[src/rtl/tile_dispatcher_pkg.sv]
// Shared encodings for the tile dispatcher: command types and FSM states.
package tile_dispatcher_pkg;

  typedef enum logic [2:0] {
    CMD_ADDR  = 3'd0,
    CMD_ZOOM  = 3'd1,
    CMD_REAL  = 3'd2,
    CMD_IMAG  = 3'd3,
    CMD_START = 3'd4,
    CMD_ABORT = 3'd5
  } cmd_type_e;

  typedef enum logic {
    SEARCH = 1'b0,
    LOAD   = 1'b1
  } state_e;

endpackage

[src/rtl/tile_dispatcher_rr_arbiter.sv]
// Combinational round-robin pick: first requester at or after ptr, wrapping.
module rr_arbiter
  import tile_dispatcher_pkg::*;
#(
  parameter int NUM_SOLVERS = 4,
  parameter int IDX_W       = (NUM_SOLVERS > 1) ? $clog2(NUM_SOLVERS) : 1
) (
  input  logic [NUM_SOLVERS-1:0] req,
  input  logic [IDX_W-1:0]       ptr,
  output logic                   grant_valid,
  output logic [IDX_W-1:0]       grant_idx
);

  // Scan from the farthest offset down so the nearest requester wins last.
  always_comb begin
    grant_valid = 1'b0;
    grant_idx   = '0;
    for (int i = NUM_SOLVERS - 1; i >= 0; i--) begin
      if (req[(int'(ptr) + i) % NUM_SOLVERS]) begin
        grant_valid = 1'b1;
        grant_idx   = IDX_W'((int'(ptr) + i) % NUM_SOLVERS);
      end
    end
  end

endmodule

[src/rtl/tile_dispatcher.sv]
// Streams tile configuration and limbs from a command port into one reserved
// solver at a time, picking solvers round-robin.
module tile_dispatcher
  import tile_dispatcher_pkg::*;
#(
  parameter int NUM_SOLVERS     = 4,
  parameter int LIMB_INDEX_BITS = 6,
  parameter int LIMB_SIZE_BITS  = 27,
  parameter int MAX_LIMBS       = 2 ** LIMB_INDEX_BITS
) (
  input  logic                          clock,
  input  logic                          reset,
  input  logic                          cmd_valid,
  input  logic [2:0]                    cmd_type,
  input  logic [31:0]                   cmd_data,
  output logic                          cmd_ready,
  input  logic [NUM_SOLVERS-1:0]        solver_ready,
  output logic [NUM_SOLVERS-1:0]        solver_write_real_en,
  output logic [NUM_SOLVERS-1:0]        solver_write_imag_en,
  output logic [NUM_SOLVERS-1:0]        solver_start,
  output logic [LIMB_INDEX_BITS-1:0]    solver_write_limb,
  output logic [LIMB_SIZE_BITS-1:0]     solver_write_data,
  output logic [32*NUM_SOLVERS-1:0]     solver_output_addr,
  output logic [32*NUM_SOLVERS-1:0]     solver_zoom_level,
  output logic [31:0]                   tiles_dispatched,
  output logic                          error
);

  localparam int IDX_W = (NUM_SOLVERS > 1) ? $clog2(NUM_SOLVERS) : 1;
  // One extra bit so the counter can sit at MAX_LIMBS and flag overflow.
  localparam int CNT_W = LIMB_INDEX_BITS + 1;
  localparam logic [CNT_W-1:0] MAX_CNT = CNT_W'(MAX_LIMBS);

  state_e                        state;
  logic [IDX_W-1:0]              rr_ptr;
  logic [IDX_W-1:0]              sel;
  logic [CNT_W-1:0]              real_cnt;
  logic [CNT_W-1:0]              imag_cnt;
  logic [NUM_SOLVERS-1:0][31:0]  addr_q;
  logic [NUM_SOLVERS-1:0][31:0]  zoom_q;
  logic                          grant_valid;
  logic [IDX_W-1:0]              grant_idx;
  logic                          xfer;
  logic [NUM_SOLVERS-1:0]        sel_mask;

  rr_arbiter #(
    .NUM_SOLVERS (NUM_SOLVERS),
    .IDX_W       (IDX_W)
  ) u_arb (
    .req         (solver_ready),
    .ptr         (rr_ptr),
    .grant_valid (grant_valid),
    .grant_idx   (grant_idx)
  );

  assign solver_output_addr = addr_q;
  assign solver_zoom_level  = zoom_q;
  assign solver_write_data  = cmd_data[LIMB_SIZE_BITS-1:0];

  always_comb begin
    xfer     = cmd_valid & cmd_ready;
    sel_mask = NUM_SOLVERS'(1) << sel;
    solver_write_real_en = '0;
    solver_write_imag_en = '0;
    solver_start         = '0;
    solver_write_limb    = (cmd_type == CMD_IMAG) ? imag_cnt[LIMB_INDEX_BITS-1:0]
                                                  : real_cnt[LIMB_INDEX_BITS-1:0];
    if (xfer) begin
      if (cmd_type == CMD_REAL && real_cnt != MAX_CNT) solver_write_real_en = sel_mask;
      if (cmd_type == CMD_IMAG && imag_cnt != MAX_CNT) solver_write_imag_en = sel_mask;
      if (cmd_type == CMD_START)                       solver_start         = sel_mask;
    end
  end

  always_ff @(posedge clock) begin
    if (reset) begin
      state            <= SEARCH;
      cmd_ready        <= 1'b0;
      rr_ptr           <= '0;
      sel              <= '0;
      real_cnt         <= '0;
      imag_cnt         <= '0;
      addr_q           <= '0;
      zoom_q           <= '0;
      tiles_dispatched <= '0;
      error            <= 1'b0;
    end else begin
      case (state)
        SEARCH: begin
          if (grant_valid) begin
            sel       <= grant_idx;
            real_cnt  <= '0;
            imag_cnt  <= '0;
            state     <= LOAD;
            cmd_ready <= 1'b1;
          end
        end
        LOAD: begin
          if (xfer) begin
            case (cmd_type)
              CMD_ADDR: addr_q[sel] <= cmd_data;
              CMD_ZOOM: zoom_q[sel] <= cmd_data;
              CMD_REAL: begin
                if (real_cnt == MAX_CNT) error <= 1'b1;
                else                     real_cnt <= real_cnt + 1'b1;
              end
              CMD_IMAG: begin
                if (imag_cnt == MAX_CNT) error <= 1'b1;
                else                     imag_cnt <= imag_cnt + 1'b1;
              end
              CMD_START: begin
                tiles_dispatched <= tiles_dispatched + 32'd1;
                rr_ptr    <= (sel == IDX_W'(NUM_SOLVERS - 1)) ? '0 : sel + IDX_W'(1);
                state     <= SEARCH;
                cmd_ready <= 1'b0;
              end
              CMD_ABORT: begin
                state     <= SEARCH;
                cmd_ready <= 1'b0;
              end
              default: error <= 1'b1;
            endcase
          end
        end
        default: begin
          state     <= SEARCH;
          cmd_ready <= 1'b0;
        end
      endcase
    end
  end

endmodule

[config.mk]
export PLATFORM = sky130hd
export DESIGN_NAME = tile_dispatcher
export DESIGN_NICKNAME = d
export VERILOG_FILES = /design/src/rtl/tile_dispatcher_pkg.sv /design/src/rtl/tile_dispatcher_rr_arbiter.sv /design/src/rtl/tile_dispatcher.sv
export SDC_FILE = /design/constraint.sdc
export NUM_CORES = 1
export LEC_CHECK = 0
export ABC_CLOCK_PERIOD_IN_PS = 3900
export CORE_MARGIN = 10
export CORE_UTILIZATION = 59
export DETAILED_ROUTE_END_ITERATION = 8
export DONT_BUFFER_PORTS = 1
export PLACE_DENSITY_LB_ADDON = 0.05
export SYNTH_ARGS = -nofsm -noshare
export SYNTH_HDL_FRONTEND = slang
export SYNTH_SLANG_ARGS = --single-unit
export TNS_END_PERCENT = 5
[constraint.sdc]
create_clock -name clock -period 3.9 [get_ports clock]
set_input_delay 0.78 -clock clock [delete_from_list [all_inputs] [get_ports clock]]
set_output_delay 0.78 -clock clock [all_outputs]
set_load 0.005 [all_outputs]
==> results of run 1 <==
[report_power, final]
| group | leakage, nW | switching [mW] | internal, mW |
|---|---|---|---|
| sequential | 2.49 | 0.00973 | 3.16 |
| combinational | 1.17 | 0.0447 | 0.0274 |
| clock | 0.502 | 1.21 | 1.68 |
| total | 4.16 | 1.27 | 4.87 |
[sequential cells by signal (all words and copies together), names as in the netlist]
register,count
cmd_ready,1
error,1
imag_cnt,7
real_cnt,7
rr_ptr,2
sel,2
solver_output_addr,128
solver_zoom_level,128
state,1
tiles_dispatched,32
[final cells by class]
class / instances / area (µm²) / share of cell area (%)
Sequential cell: 309 / 6190 / 48.4
Inverter: 10 / 37.5 / 0.294
Tap cell: 270 / 338 / 2.64
Clock inverter: 6 / 45.0 / 0.353
Timing Repair Buffer: 13 / 97.6 / 0.764
Multi-Input combinational cell: 1066 / 5110 / 40.0
Clock buffer: 47 / 956 / 7.48
[synthesized netlist by cell type, types with 10 or more instances]
cell	count	area share [%]
a21oi_1	290	12
a31oi_1	10	0.51
and3_1	17	0.87
buf_2	70	2.9
buf_4	47	2.9
clkbuf_1	41	1.3
dfxtp_1	309	51
inv_1	10	0.31
mux2_2	14	1.3
nand2_1	535	16
nand2b_1	10	0.51
nand3_1	27	1.1
nor2_1	40	1.2
nor2b_1	13	0.67
o21ai_0	10	0.41
[final timing paths]
kind / startpoint / endpoint / slack [ns]
worst max-delay path: imag_cnt[0]$_SDFFE_PP0P_ / solver_write_imag_en[1] / 1.21
worst min register to register: imag_cnt[6]$_SDFFE_PP0P_ / imag_cnt[6]$_SDFFE_PP0P_ / 0.46
worst min-delay path: reset / cmd_ready$_SDFFE_PP0P_ / 0.32
worst max register to register: cmd_ready$_SDFFE_PP0P_ / solver_zoom_level[114]$_SDFFE_PP0P_ / 1.35
[per-layer routing]
| metal | vias up | track usage [%] |
|---|---|---|
| met2 | 446 | 41.3 |
| met4 | 0 | 8.73 |
| li1 | 4830 | - |
| met5 | - | 0 |
| met1 | 4683 | 31.2 |
| met3 | 79 | 11.6 |
[worst reg2reg max path, cell delays in order (launching register included)]
cell and delay (ns):
dfxtp_1 0.54, and4b_1 0.60, buf_4 0.27, and3_1 0.47, buf_4 0.37, nand2_1 0.11
a21oi_1 0.12
[per-stage QoR]
stage | cells | power [mW]
final | 1721 | 6.13
after global routing | 1721 | 6.32
after CTS | 1721 | 6.17
after detailed placement | 1668 | 3.32
after global placement | 1668 | 3.31
after floorplan | 1549 | 3.40
[kinds of logic (layout without fill, tap and decap cells)]
logic type,after synthesis,in the layout
buffers and inverters,174,76
and+or+nand+nor,696,696
DFF,309,309
xor gates and xnor gates,8,8
adders and majority gates,9,9
muxes,14,14
AOI/OAI and AO/OA,339,339
==> summary.md, run 1 <==
| Metric | Value |
|---|---|
| Initial detailed-routing violation count | 1,090 |
| Clock transition at path regs | 0.06 ns |
| Clk_lat worst skew | 0.56 ns |
| Mapped Nets | 1,600 |
| Crit share post-route | 69.0% |
| LEAKAGE | 4.16 nW |
| Synth warn | 0 |
| Critical path class | flip-flop to primary output |
| Placed cell area | 11,800 µm² |
| Post-DP HPWL | 25.7 mm |
| Die X | 164 µm |
| Final hold slack | 0.316 ns |
| Final Core Density | 62.9% |
| Initial antenna violation count | 0 |
| Final min period | 2.69 ns |
| Crit start category | flip-flop |
| Initial Util | 60.1% |
| Slew @ Worst Pin | 0.823 ns |
| Largest net degree at the start of global routing | 312 |
| Dpl ws | 1.14 ns |
| Post-CTS Hold Fix Bufs | 0 |
| First-pass GRT wire length | 55.6 mm |
| Die Y | 164 µm |
| Post-synthesis mux area share | 1.29% |
| Slew Viols, Final | 0 |
| Mapped cell area | 12,200 µm² |
| Gpl congestion | 0.832 |
| Worst Path Buf+Inv | 1 |
| Drt drc | 0 |
| PwrDens | 480 nW/µm² |
| Max Used Layer | met4 |
| I/O Pins | 377 |
| Main flop type after synthesis | dfxtp_1 |
| Clock buffer depth | 3 |
| Nets@finish | 1,482 |
| Final worst-path setup slack | 1.21 ns |
| Stages on the worst setup path | 5 |
| Sequential fraction of the synthesis area | 50.7% |
| CTS tree | yes |
| CP top delay family | simple AND/OR/NAND/NOR gates |
| Commonest non-fill, non-tap cell in the layout | nand2_1 |
| Netlist cell types | 53 |
| PostCTS Resize Cnt | 0 |
| Status | complete, no violations |
| Std cell rows | 52 |
| CP arrival | 1.91 ns |
| DRT met1 WL | 14.2 mm |
| Die Area | 26,800 µm² |
| Ant. Diodes | 0 |
| Worst Path Required | 3.12 ns |
| Most frequent cells in the layout | 535 x nand2_1, 309 x dfxtp_1, 290 x a21oi_1 |
| Hold path cells | 1 |
| Detailed Routing Iterations Pass 1 | 5 |
| Post-synthesis xor/xnor area fraction | 0.574% |
| CTS Buf Count | 31 |
| Largest family of logic cells by synthesized area | simple AND/OR/NAND/NOR gates |
| Critical Path, Cell by Cell | inv_1 > ha_1 > nor4b_1 > a21o_1 > nor2_1 |
| Root buf cell | clkbuf_16 |
| Max-cap violations | 0 |
| Setup repair bufs after CTS | 0 |
| RSZ-0062 raised after global routing | no |
| # setup viols final | 0 |
| Vias in the first global route | 8,920 |
| DRT antenna net count | 0 |
| Slew headroom | 45.1% |
| Area grow syn2layout | 4.69% |
| Fmax | 371 MHz |
| GRT Util Overall | 26.1% |
| CP Capture Type | primary output |
| Final hold violations | 0 |
| Skew final | 0.0132 ns |
| EDFF count, synth | 0 |
| Fill cells | 1,845 |
| Via count | 10,000 |
| Vias per inst | 5.83 |
| Post-Synth Adder-Cell Area | 0.923% |
| Hold Crit Class | input port to flip-flop |
| Synth Area in Compound Gates | 14.7% |
| CTS H-tree depth | 1 |
| Final wirelength | 37.7 mm |
| Number of port buffers | 0 |
| Per-cell routed wire length | 21.9 µm |
| Metal3 WL | 4.74 mm |
| Core area | 20,300 µm² |
| Share of cells above drive strength 1 | 6.34% |
| Met2 WL | 17.6 mm |
| CP max FO | 6 |
| Syn Inst Count | 1,549 |
| Asr flop ratio synth | 0% |
| Final instance area | 12,800 µm² |
| Synth Area in Simple Gates | 24.1% |
| Overflow after GRT | 0 |
| CP max-delay cell | nor4b_1 |
| VDD IR max | 0.000290 V |
| Slowest stage delay, CP | 0.38 ns |
| #FFs+latches synth | 309 |
| Clock sink count | 309 |
| Syn Area/Cell | 7.88 µm² |
| Setup TNS | 0 ns |
| R2R depth | 6 |
Power figures use the tool's default switching activity.
==> run 2: changes to the inputs <==
- ABC_CLOCK_PERIOD_IN_PS: 3900 -> 2800
- clock period: 3.9 -> 2.8 ns (I/O delays scaled with it)
==> run 2 against run 1 <==
Against the previous run: via count up 0.38%; non-clock buffer count up 15; cell count grew 0.93%; critical endpoint is now solver_write_imag_en[2]; total power is 39% higher; critical path type unchanged; sequential cell count did not move; register-to-register slack lost 0.66 ns; sequential share of layout area shrank 0.36 points; routed wire length up 0.47%; clock power is 38% higher.
==> summary.md, run 2 (synthesis gave the netlist of run 1 again) <==
| Metric | Value |
|---|---|
| Status | complete, no violations |
| CP arrival | 1.83 ns |
| Final hold slack | 0.106 ns |
| Dpl cells | 1,683 |
| Clock buffer depth | 3 |
| Die X | 164 µm |
| Std cell rows | 52 |
| CTS tree | yes |
| Vias per inst | 5.80 |
| Critical path class | flip-flop to primary output |
| Gpl congestion | 0.879 |
| Detailed Routing Iterations Pass 1 | 5 |
| I/O Pins | 377 |
| Fin cells | 1,737 |
| Hold Crit Class | input port to flip-flop |
| Commonest non-fill, non-tap cell in the layout | nand2_1 |
| Crit share post-route | 85.5% |
| LEAKAGE | 4.22 nW |
| Vias in the first global route | 8,833 |
| Ant. Diodes | 0 |
| Clk_lat worst skew | 0.55 ns |
| First-pass GRT wire length | 55.7 mm |
| RSZ-0062 raised after global routing | no |
| Number of port buffers | 0 |
| Fmax | 418 MHz |
| Initial detailed-routing violation count | 975 |
| CTS H-tree depth | 1 |
| Root buf cell | clkbuf_16 |
| Slew headroom | 52.4% |
| GRT Util Overall | 26.1% |
| CTS Buf Count | 29 |
| Share of cells above drive strength 1 | 7.29% |
| Drt drc | 0 |
| Nets@finish | 1,495 |
| DRT antenna net count | 0 |
| Die Area | 26,800 µm² |
| CP max FO | 6 |
| Die Y | 164 µm |
| Final min period | 2.39 ns |
| Max-cap violations | 0 |
| Final worst-path setup slack | 0.405 ns |
| VDD IR max | 0.000507 V |
| Power Total | 8.52 mW |
| Most frequent cells in the layout | 535 x nand2_1, 309 x dfxtp_1, 290 x a21oi_1 |
| Clock transition at path regs | 0.07 ns |
| Final wirelength | 37.8 mm |
| Slew @ Worst Pin | 0.712 ns |
| Core area | 20,300 µm² |
| Initial Util | 60.1% |
| Area grow syn2layout | 5.48% |
| PwrDens | 662 nW/µm² |
| Final hold violations | 0 |
| Largest net degree at the start of global routing | 312 |
| Worst Path Required | 2.24 ns |
| Dpl ws | 0.685 ns |
| CP Capture Type | primary output |
| Skew final | 0.0125 ns |
| Slew Viols, Final | 0 |
| Crit start category | flip-flop |
| # setup viols final | 0 |
| Overflow after GRT | 0 |
| Via count | 10,100 |
| Setup TNS | 0 ns |
| Clock sink count | 309 |
| Post-DP HPWL | 25.7 mm |
| Initial antenna violation count | 0 |
| Per-cell routed wire length | 21.8 µm |
==> run 2: cell type report <==
type                    count  area (µm²)
fillers                  1835        7430
flip-flops and latches    309        6190
multi-input cells        1066        5120
clock buffers              44         872
well taps                 270         338
repair buffers             28         210
clock inverters            10         106
inverters                  10        37.5
==> run 2: where the power goes <==
group          internal (mW)  total [mW]  switching (mW)
Clock                   2.33        4.00            1.67
Combinational         0.0399       0.105          0.0652
Sequential              4.41        4.42          0.0129
==> run 2: repair_timing <==
action | 4_1_cts | 5_1_grt
buffers inserted | 0 | 0
setup endpoints to repair | 0 | 1
resized for setup | 0 | 1
hold buffers | 0 | 0
==> run 2: worst paths after layout <==
| path | startpoint | endpoint | slack, ns | cells past startpoint |
|---|---|---|---|---|
| setup / recovery | imag_cnt[0]$_SDFFE_PP0P_ | solver_write_imag_en[2] | 0.41 | 5 |
| hold / removal | reset | real_cnt[1]$_SDFFE_PP0P_ | 0.11 | 1 |
| setup reg to reg | tiles_dispatched[10]$_SDFFE_PP0P_ | tiles_dispatched[31]$_SDFFE_PP0P_ | 0.69 | 4 |
| hold reg to reg | solver_output_addr[3]$_SDFFE_PP0P_ | solver_output_addr[3]$_SDFFE_PP0P_ | 0.48 | 2 |
==> run 2: routing by layer <==
metal	wire length, µm	global-route usage (%)	vias to the layer above
met3	5210	11.6	70
met1	14100	31.2	4672
met5	0	0	-
li1	-	-	4856
met2	17500	41.8	478
met4	1130	7.68	0
==> run 2: through the flow <==
step	util [%]	instance area [µm²]
after detailed placement	58.6	11900
after global routing	63.4	12900
final	63.4	12900
after floorplan	-	12200
after global placement	58.6	11900
after CTS	63.4	12900
==> run 2: worst max-delay path: stages, from the launching register on <==
cell     delay, ns
dfxtp_1       0.32
inv_1         0.11
ha_1          0.16
nor4b_2       0.29
a21o_1        0.30
nor2_1        0.10
==> run 3: changes to the inputs <==
- MAX_ROUTING_LAYER: unset -> met4
- SYNTH_HIERARCHICAL: unset -> 1
==> run 3 against run 2 <==
Against the previous run: cell count about the same; total power up 1.6%; sequential share of layout area down 0.20 points; maximum frequency down 12%; critical endpoint is now solver_write_real_en[3]; largest power group unchanged.
==> summary.md, run 3 <==
| Metric | Value |
|---|---|
| Status | complete, no violations |
| Worst Path Required | 2.24 ns |
| Final Core Density | 64.1% |
| Die Area | 26,600 µm² |
| Slew Viols, Final | 0 |
| Slew @ Worst Pin | 0.704 ns |
| Syn Area/Cell | 7.84 µm² |
| Sequential fraction of the synthesis area | 51.2% |
| Ant. Diodes | 0 |
| Final wirelength | 39.2 mm |
| Crit start category | flip-flop |
| Gpl congestion | 0.861 |
| DRT antenna net count | 0 |
| Vias in the first global route | 9,195 |
| Crit share post-route | 97.0% |
| CP arrival | 2.15 ns |
| Drt drc | 0 |
| Mapped cell area | 12,100 µm² |
| Critical path class | flip-flop to primary output |
| Most frequent cells in the layout | 536 x nand2_1, 309 x dfxtp_1, 293 x a21oi_1 |
| Per-cell routed wire length | 22.6 µm |
| Synth cell count leaders | 536 x nand2_1, 309 x dfxtp_1, 293 x a21oi_1 |
| Clock sink count | 309 |
| Die Y | 163 µm |
| Largest net degree at the start of global routing | 304 |
| # setup viols final | 0 |
| Initial antenna violation count | 0 |
| Setup TNS | 0 ns |
| VDD IR max | 0.000524 V |
| Overflow after GRT | 0 |
| Number of port buffers | 0 |
| PwrDens | 670 nW/µm² |
| GRT Util Overall | 28.3% |
| Die X | 163 µm |
| Std cell rows | 52 |
| Fmax | 368 MHz |
| #FFs+latches synth | 309 |
| Count leader, synth | nand2_1 |
| Max-cap violations | 0 |
| Clk_lat worst skew | 0.56 ns |
| First-pass GRT wire length | 57.5 mm |
| Via count | 10,300 |
| Slowest stage delay, CP | 0.65 ns |
| Clock transition at path regs | 0.06 ns |
| Slew headroom | 53.0% |
| CP top delay family | simple AND/OR/NAND/NOR gates |
| Commonest non-fill, non-tap cell in the layout | nand2_1 |
| I/O Pins | 377 |
| Initial Util | 59.9% |
| Post-DP HPWL | 27.0 mm |
| CP max FO | 8 |
| CTS tree | yes |
| Critical Path, Cell by Cell | inv_1 > ha_1 > or4b_2 > o211ai_4 > nor2_1 |
| Initial detailed-routing violation count | 954 |
| Vias per inst | 5.91 |
| LEAKAGE | 4.22 nW |
| CP Capture Type | primary output |
| EDFF count, synth | 0 |
| Top-area cell type share of the netlist area | 51.2% |
| Share of cells above drive strength 1 | 6.68% |
| Skew final | 0.0192 ns |
| CTS Buf Count | 31 |
| Setup repair bufs after CTS | 0 |
| Area grow syn2layout | 7.03% |
| Asr flop ratio synth | 0% |
| CTS H-tree depth | 1 |
| RSZ-0062 raised after global routing | no |
| Synth warn | 6 |
| Netlist cell types | 48 |
| Syn Inst Count | 1,541 |
| Final min period | 2.71 ns |
| Root buf cell | clkbuf_16 |
| Hold Crit Class | input port to flip-flop |
| Core area | 20,200 µm² |
| Final hold violations | 0 |
| Mapped Nets | 1,592 |
| Post-CTS Hold Fix Bufs | 0 |
| PostCTS Resize Cnt | 0 |
| Nets@finish | 1,495 |
| Fill cells | 1,760 |
| CP max-delay cell | or4b_2 |
| Area contributors post-synth | dfxtp_1 51%, nand2_1 17%, a21oi_1 12% |
| Worst Path Buf+Inv | 1 |
| Clock buffer depth | 3 |
| Synth area leader | dfxtp_1 |
| Detailed Routing Iterations Pass 1 | 5 |
| Main flop type after synthesis | dfxtp_1 |
run 3: cell types whose count changed in the layout (fill, tap and decap cells not counted), moves of 4 or more:
cell     change
mux2_2      -10
nand3_2      -4
nand4_1      +7
nor2_1       -6
nor2b_1      -8
nor4_1       -7
o21ai_0      +6
o31ai_1      +5
or3_1        +9
or4_1        +5
run 3: power breakdown:
| group | leakage, nW | internal [mW] | switching [mW] |
|---|---|---|---|
| Combinational | 1.21 | 0.0329 | 0.0545 |
| Clock | 0.515 | 2.46 | 1.69 |
| Sequential | 2.49 | 4.41 | 0.00983 |
| Total | 4.22 | 6.90 | 1.76 |
run 3: metrics by stage:
| step | hold slack (ns) | std cells | power, mW | worst slack [ns] | area, µm² |
|---|---|---|---|---|---|
| finish | 0.129 | 1736 | 8.66 | 0.0854 | 12900 |
| CTS | 0.0802 | 1736 | 8.72 | 0.0595 | 12900 |
| global placement | 0.455 | 1681 | 4.60 | 0.648 | 11900 |
| floorplan | 0.439 | 1541 | 4.72 | 0.753 | 12100 |
| global route | 0.0962 | 1736 | 8.90 | 0.0104 | 12900 |
| detailed placement | 0.469 | 1681 | 4.60 | 0.595 | 11900 |
run 3: worst register-to-register path, delay by kind of cell, from the launching register on:
| kind | cells | cell delay, ns |
|---|---|---|
| AO/OA/AOI/OAI | 1 | 0.14 |
| buffers and inverters | 3 | 0.74 |
| flip-flops | 1 | 0.30 |
| AND/OR/NAND/NOR | 3 | 0.83 |
run 3: worst paths after layout:
| check | start | endpoint | slack, ns | cells past startpoint |
|---|---|---|---|---|
| max | real_cnt[0]$_SDFFE_PP0P_ | solver_write_real_en[3] | 0.09 | 5 |
| min | cmd_data[7] | solver_zoom_level[71]$_SDFFE_PP0P_ | 0.13 | 2 |
| max reg2reg | cmd_ready$_SDFFE_PP0P_ | solver_output_addr[125]$_SDFFE_PP0P_ | 0.70 | 7 |
| min reg2reg | real_cnt[6]$_SDFFE_PP0P_ | real_cnt[6]$_SDFFE_PP0P_ | 0.48 | 1 |
run 3: cell families (layout without fill, tap and decap cells):
family	after synthesis	after routing	synth area share, %
compound gates	345	345	15.2
xor+xnor	7	7	0.508
fa+ha+maj	9	9	0.932
buf+inv	173	98	7.08
flops	309	309	51.2
mux	6	6	0.539
simple gates	692	692	24.5
run 3: routing by layer:
metal	vias up	global-route usage (%)	routed length [µm]
li1	4875	-	-
met1	4833	32.3	14300
met2	470	45.2	18700
met3	74	10.7	4910
met4	0	8.93	1270
met5	-	-	0
run 3: layout make-up:
type                            count  area [µm²]  share of cell area [%]
Multi-Input combinational cell   1059        5050                    39.1
Tap cell                          270         338                    2.61
Inverter                           12        45.0                   0.348
Clock buffer                       45         928                    7.18
Timing Repair Buffer               31         270                    2.09
Clock inverter                     10         106                   0.823
Sequential cell                   309        6190                    47.9
